<file path="src/rtl/pulse_interval_gen.sv">
// pulse_interval_gen: emits one enable pulse lasting dur prescaled ticks.
// Two-process FSM; every output comes straight from a flop.
module pulse_interval_gen #(
  parameter int unsigned WIDTH    = 13,
  parameter int unsigned PRESCALE = 1
) (
  input  logic             clk,
  input  logic             rst_n,
  input  logic             start,
  input  logic             abort,
  input  logic [WIDTH-1:0] dur,
  output logic             en,
  output logic             busy,
  output logic             done,
  output logic [WIDTH-1:0] remaining
);

  localparam int unsigned PW = $clog2(PRESCALE) + 1;
  localparam logic [PW-1:0] CNT_LAST = PW'(PRESCALE - 1);

  typedef enum logic [1:0] {
    IDLE = 2'd0,
    RUN  = 2'd1,
    DONE = 2'd2
  } state_t;

  state_t           state, state_nxt;
  logic [PW-1:0]    cnt, cnt_nxt;
  logic [WIDTH-1:0] rem_nxt;
  logic             en_nxt, busy_nxt, done_nxt;

  // State, prescaler and registered outputs
  always_ff @(posedge clk or negedge rst_n) begin
    if (!rst_n) begin
      state     <= IDLE;
      cnt       <= '0;
      remaining <= '0;
      en        <= 1'b0;
      busy      <= 1'b0;
      done      <= 1'b0;
    end else begin
      state     <= state_nxt;
      cnt       <= cnt_nxt;
      remaining <= rem_nxt;
      en        <= en_nxt;
      busy      <= busy_nxt;
      done      <= done_nxt;
    end
  end

  // Next state and next output values
  always_comb begin
    state_nxt = state;
    cnt_nxt   = cnt;
    rem_nxt   = remaining;
    en_nxt    = en;
    busy_nxt  = busy;
    done_nxt  = 1'b0;

    unique case (state)
      IDLE: begin
        en_nxt   = 1'b0;
        busy_nxt = 1'b0;
        rem_nxt  = '0;
        cnt_nxt  = '0;
        if (start && !abort) begin
          busy_nxt = 1'b1;
          if (dur != '0) begin
            rem_nxt   = dur;
            en_nxt    = 1'b1;
            state_nxt = RUN;
          end else begin
            done_nxt  = 1'b1;
            state_nxt = DONE;
          end
        end
      end

      RUN: begin
        if (abort) begin
          en_nxt    = 1'b0;
          busy_nxt  = 1'b0;
          rem_nxt   = '0;
          cnt_nxt   = '0;
          state_nxt = IDLE;
        end else if (cnt >= CNT_LAST) begin
          // Tick: the last one ends the pulse; <= 1 keeps remaining from wrapping
          cnt_nxt = '0;
          if (remaining <= WIDTH'(1)) begin
            rem_nxt   = '0;
            en_nxt    = 1'b0;
            done_nxt  = 1'b1;
            state_nxt = DONE;
          end else begin
            rem_nxt = remaining - WIDTH'(1);
          end
        end else begin
          cnt_nxt = cnt + PW'(1);
        end
      end

      DONE: begin
        en_nxt    = 1'b0;
        busy_nxt  = 1'b0;
        rem_nxt   = '0;
        cnt_nxt   = '0;
        state_nxt = IDLE;
      end

      default: begin
        en_nxt    = 1'b0;
        busy_nxt  = 1'b0;
        rem_nxt   = '0;
        cnt_nxt   = '0;
        state_nxt = IDLE;
      end
    endcase
  end

endmodule
</file>
<file path="config.mk">
export PLATFORM = sky130hd
export DESIGN_NAME = pulse_interval_gen
export DESIGN_NICKNAME = d
export VERILOG_FILES = /design/src/rtl/pulse_interval_gen.sv
export SDC_FILE = /design/constraint.sdc
export NUM_CORES = 1
export LEC_CHECK = 0
export CELL_PAD_IN_SITES_DETAIL_PLACEMENT = 1
export CELL_PAD_IN_SITES_GLOBAL_PLACEMENT = 2
export CORE_MARGIN = 3
export CORE_UTILIZATION = 29
export CTS_BUF_LIST = sky130_fd_sc_hd__clkbuf_4 sky130_fd_sc_hd__clkbuf_8
export DETAILED_ROUTE_END_ITERATION = 8
export GPL_ROUTABILITY_DRIVEN = 0
export GPL_TIMING_DRIVEN = 1
export PLACE_DENSITY = 0.95
export SLEW_MARGIN = 20
export SYNTH_ARGS = -nofsm -noshare
export SYNTH_HDL_FRONTEND = slang
export SYNTH_SLANG_ARGS = --single-unit
</file>
<file path="constraint.sdc">
create_clock -name clk -period 2.7 [get_ports clk]
set_input_delay 0.54 -clock clk [delete_from_list [all_inputs] [get_ports clk]]
set_output_delay 0.54 -clock clk [all_outputs]
set_load 0.03 [all_outputs]
</file>
* Word-level counts from Yosys, hierarchy flattened
Cells that the tools add are included.
** Word-level totals
- Register bits after elaboration :: 19
- Bits of input ports :: 17
- Output and inout port bits :: 16
- Logic and storage cells :: 51
** Operators by class
- Add/subtract/negate cells :: 2
- Order comparisons :: 2
- Eq/ne operators :: 5
- Muxes and demuxes :: 30
- Reduce and logical (&&, ||, !) cells :: 6
** Operators with widths (number)
- $mux W13 :: 5
- $pmux W13 S2 :: 1
- $mux W1 :: 15
- $le A13 B1 Y1 const B :: 1
- $reduce_bool A13 Y1 :: 1
- $sub A13 B1 Y13 const B :: 1
- $mux W2 :: 5
- $ne A3 B3 Y1 const B :: 2
- $pmux W1 S2 :: 3
- $ne A2 B2 Y1 const B :: 2
- $pmux W2 S2 :: 1
- $reduce_and A3 Y1 :: 1
- $eq A2 B1 Y1 const B :: 1
- $logic_not A2 Y1 :: 1
- $reduce_and A2 Y1 :: 1
- $add A1 B1 Y1 const B :: 1
- $ge A1 B1 Y1 const B :: 1
- $logic_and A1 B1 Y1 :: 1
- $logic_not A1 Y1 :: 1

* Logic depth before layout (Yosys ltp)
- Depth in word-level cells :: 5
- Depth in mapped cells :: 6
- Gate-level depth less buffers :: 6

* Least setup slack after synthesis
Ideal clock, no wire load.
- Kind :: reg2reg
- Start :: register remaining[5]
- End :: register remaining[0]
- Library setup time :: 142 ps
- Arrival time :: 1420 ps
- Required time :: 2558 ps
- Slack :: 1138 ps
- Cell stages (with the launch flop) :: 6
- Buffers on the path :: 1
- Clock period less this slack :: 1562 ps
- Cell sequence :: dfrtp_1 > nor4_4 > o2111ai_2 > nand3_2 > buf_6 > o21ai_0
** Between the ends
- Cells in the longest elaborated chain, start to end :: 5
** Ends and longest elaborated chain
- start: declaration :: RTL line 15 : output logic [WIDTH-1:0] remaining
- start signal: assignment :: RTL line 44 : remaining <= rem_nxt;
- $le A13 B1 Y1 :: RTL line 89 : if (remaining <= WIDTH'(1)) begin
- $mux W13 :: RTL line 89
- $mux W13 :: RTL line 86 : end else if (cnt >= CNT_LAST) begin
- $mux W13 :: RTL line 80 : if (abort) begin
- $pmux W13 S2 :: RTL line 60 : unique case (state)
- via rem_nxt[0] :: RTL line 29 : logic [WIDTH-1:0] rem_nxt;
The timed path passes the listed nets, and every way through them passes these cells. The select of a mux whose other input is x is not followed.
A chain may end at the register's enable or synchronous reset.

* Worst setup path in the final report
- Start :: register remaining[2]
- End :: output port remaining[2]
No word-level cell between the ends.

==> results.toml <==
[power]
p_per_area_nw_per_um2 = 843.8
peakVddDrop_mv = 0.1895
p_leak_uw = 0.0005728

[detailed_routing]
antenna_left = 0
drtIter0Drc = 60
wl_microns = 2762
drc = 0
wl_per_cell_microns = 15.60
drtPass1Iterations = 4
vias = 870
viasPerCell = 4.915

[critical_path]
cp_slowest_cell = "clkdlybuf4s50_1"
crit_type = "register to primary output"
worst-path-max-fanout = 6
crit_required_ps = 2160
worstPathArrival_ps = 1560
cp-start-kind = "register"
worst-path-buf-inv = 1
slowest_delay_ps = 740
timing.critical_path.cells = "clkdlybuf4s50_1"
cpLargestDelayFamily = "buffers and inverters"
worst_setup_path_end_kind = "primary output"

[cells_and_area]
fin_nets = 153
area_growth_pct = 41.68
finalNonFillerCells = 177
n_antenna_cell = 0
mostFrequentLayoutCells = "clkdlybuf4s50_1, dfrtp_1, nand2_1"
final_util = 0.4392
drive_above_1_share = 0.07519
final_common_cell = "clkdlybuf4s50_1"

[floorplanning]
ios = 33
initial_core_util = 0.3100
die_h_microns = 63.83
rows = 20
die_w_microns = 63.83
dieArea_sq_um = 4074
core_sq_um = 3128

[clock_network]
cts_sinks = 18
clkTransAtPathRegs_ps = 100
cts.htree.levels = 1
post-cts-setup-buffers = 0
cts_buffers = 3
cts.repair.resized = 0
clockBufferDepth = 2
tritoncts = "built"
cts.hold.buffers_added = 0
root_buffer = "clkbuf_4"
clock_latency_ps = 290

[synthesis]
synth_cell_types = 27
syn_nets = 117
synth-seq-area-share = 0.4645
ys_warn_count = 0
netlist_area_sq_um = 969.7
synth_area_leaders = "dfrtp_1, xor2_1, o21ai_0"
synthCells = 98
synth.avg_cell_area_sq_um = 9.895
yosysTopAreaCellShare = 0.4645
yosys.area.top_type = "dfrtp_1"
ys_ff_latch = 18

[grt]
grt_max_degree = 19
use_met3 = 0.02636
grt_overflow = 0
grt_antenna_before_repair = 0
grtUsageTotal = 0.1517
grt_pass1_vias = 976
use_met1 = 0.1804
grt.busiest_layer = "met2"
grt_pass1_wl_microns = 4830
use_met2 = 0.2697

[placed_design]
dp.cells = 173
dpl.hpwl_microns = 2123
portBuffers = 32

[sta]
drv_slew = 0
fin_tns_setup_ps = 0
rsz0062_at_grt = "no"
fmax_ghz = 0.4771
fin_crit_sh = 0.7763
setup_violations = 0
skew_ps = 7.661
tightest_slew_ps = 848.7
hold_violations = 0
period_needed_ps = 2096
relSlewSlack = 0.4324

[flow_run]
cap_violations = 0

[min_path]
holdCritPathClass = "register to register"

[run_status]
status = "completed"
[per-layer routing]
layer / up-vias / routed length [microns]
li1: 413 / -
met1: 434 / 1173
met2: 21 / 1424
met3: 2 / 135
met4: 0 / 28
met5: - / 0
[registers in the layout, summed over array words and instances, names as in the netlist]
name / count
remaining: 13
en: 1
state: 2
done: 1
busy: 1
[power by group]
group	leakage, uW	internal [uW]	switching (uW)
Sequential	0.000241	322	85.2
Clock	0.0000210	82.0	85.1
Combinational	0.000311	264	322
Total	0.000573	667	492
[logic make-up after synthesis]
group | Yosys count | share of synthesized area
fa+ha+maj | 2 | 0.02580
flops | 18 | 0.4645
buf+inv | 5 | 0.02709
compound gates | 18 | 0.1226
xor+xnor | 10 | 0.09033
simple gates | 45 | 0.2697
[through the flow]
step	setup slack (ps)	instance area, sq um	power [uW]	hold WS, ps
floorplan	1138	969.7	788.7	244.4
global placement	667.1	1338	981.4	537.8
detailed placement	617.0	1338	998.2	537.4
CTS	584.8	1374	1177	568.9
global route	542.5	1374	1246	605.1
finish	603.9	1374	1159	561.8
[worst paths after layout]
kind | startpoint | to | slack (ps) | cells after the start
worst max-delay path | remaining[2]$_DFF_PN0_ | remaining[2] | 600 | 1
worst min-delay path | busy$_DFFE_PN0P_ | busy$_DFFE_PN0P_ | 560 | 2
worst max register to register | remaining[1]$_DFF_PN0_ | remaining[12]$_DFF_PN0_ | 1040 | 6
worst min register to register | busy$_DFFE_PN0P_ | busy$_DFFE_PN0P_ | 560 | 2
max in group asynchronous | rst_n | remaining[2]$_DFF_PN0_ | 1450 | 1
min in group asynchronous | rst_n | remaining[5]$_DFF_PN0_ | 720 | 1
[layout make-up]
cell class | instances | area [sq um]
inverters | 3 | 11.26
multi-input cells | 75 | 493.0
repair buffers | 33 | 327.8
fillers | 376 | 1754
well taps | 44 | 55.05
flip-flops and latches | 18 | 450.4
clock buffers | 4 | 36.28
[cells in the mapped netlist, drive strengths merged]
| master | count |
|---|---|
| nand2b | 2 |
| a41o | 1 |
| xnor2 | 3 |
| and2 | 3 |
| nand3b | 1 |
| xor2 | 7 |
| and2b | 1 |
| nor4b | 1 |
| nand3 | 4 |
| o2bb2ai | 2 |
| buf | 1 |
| inv | 3 |
| nand4 | 2 |
| dfrtp | 18 |
| nor2 | 7 |
| clkbuf | 1 |
| nor3 | 6 |
| ha | 2 |
| a21boi | 2 |
| nand2 | 14 |
| nor4 | 4 |
| o2111ai | 1 |
| o21ai | 11 |
| o22ai | 1 |
(Power assumes the default switching activity.)
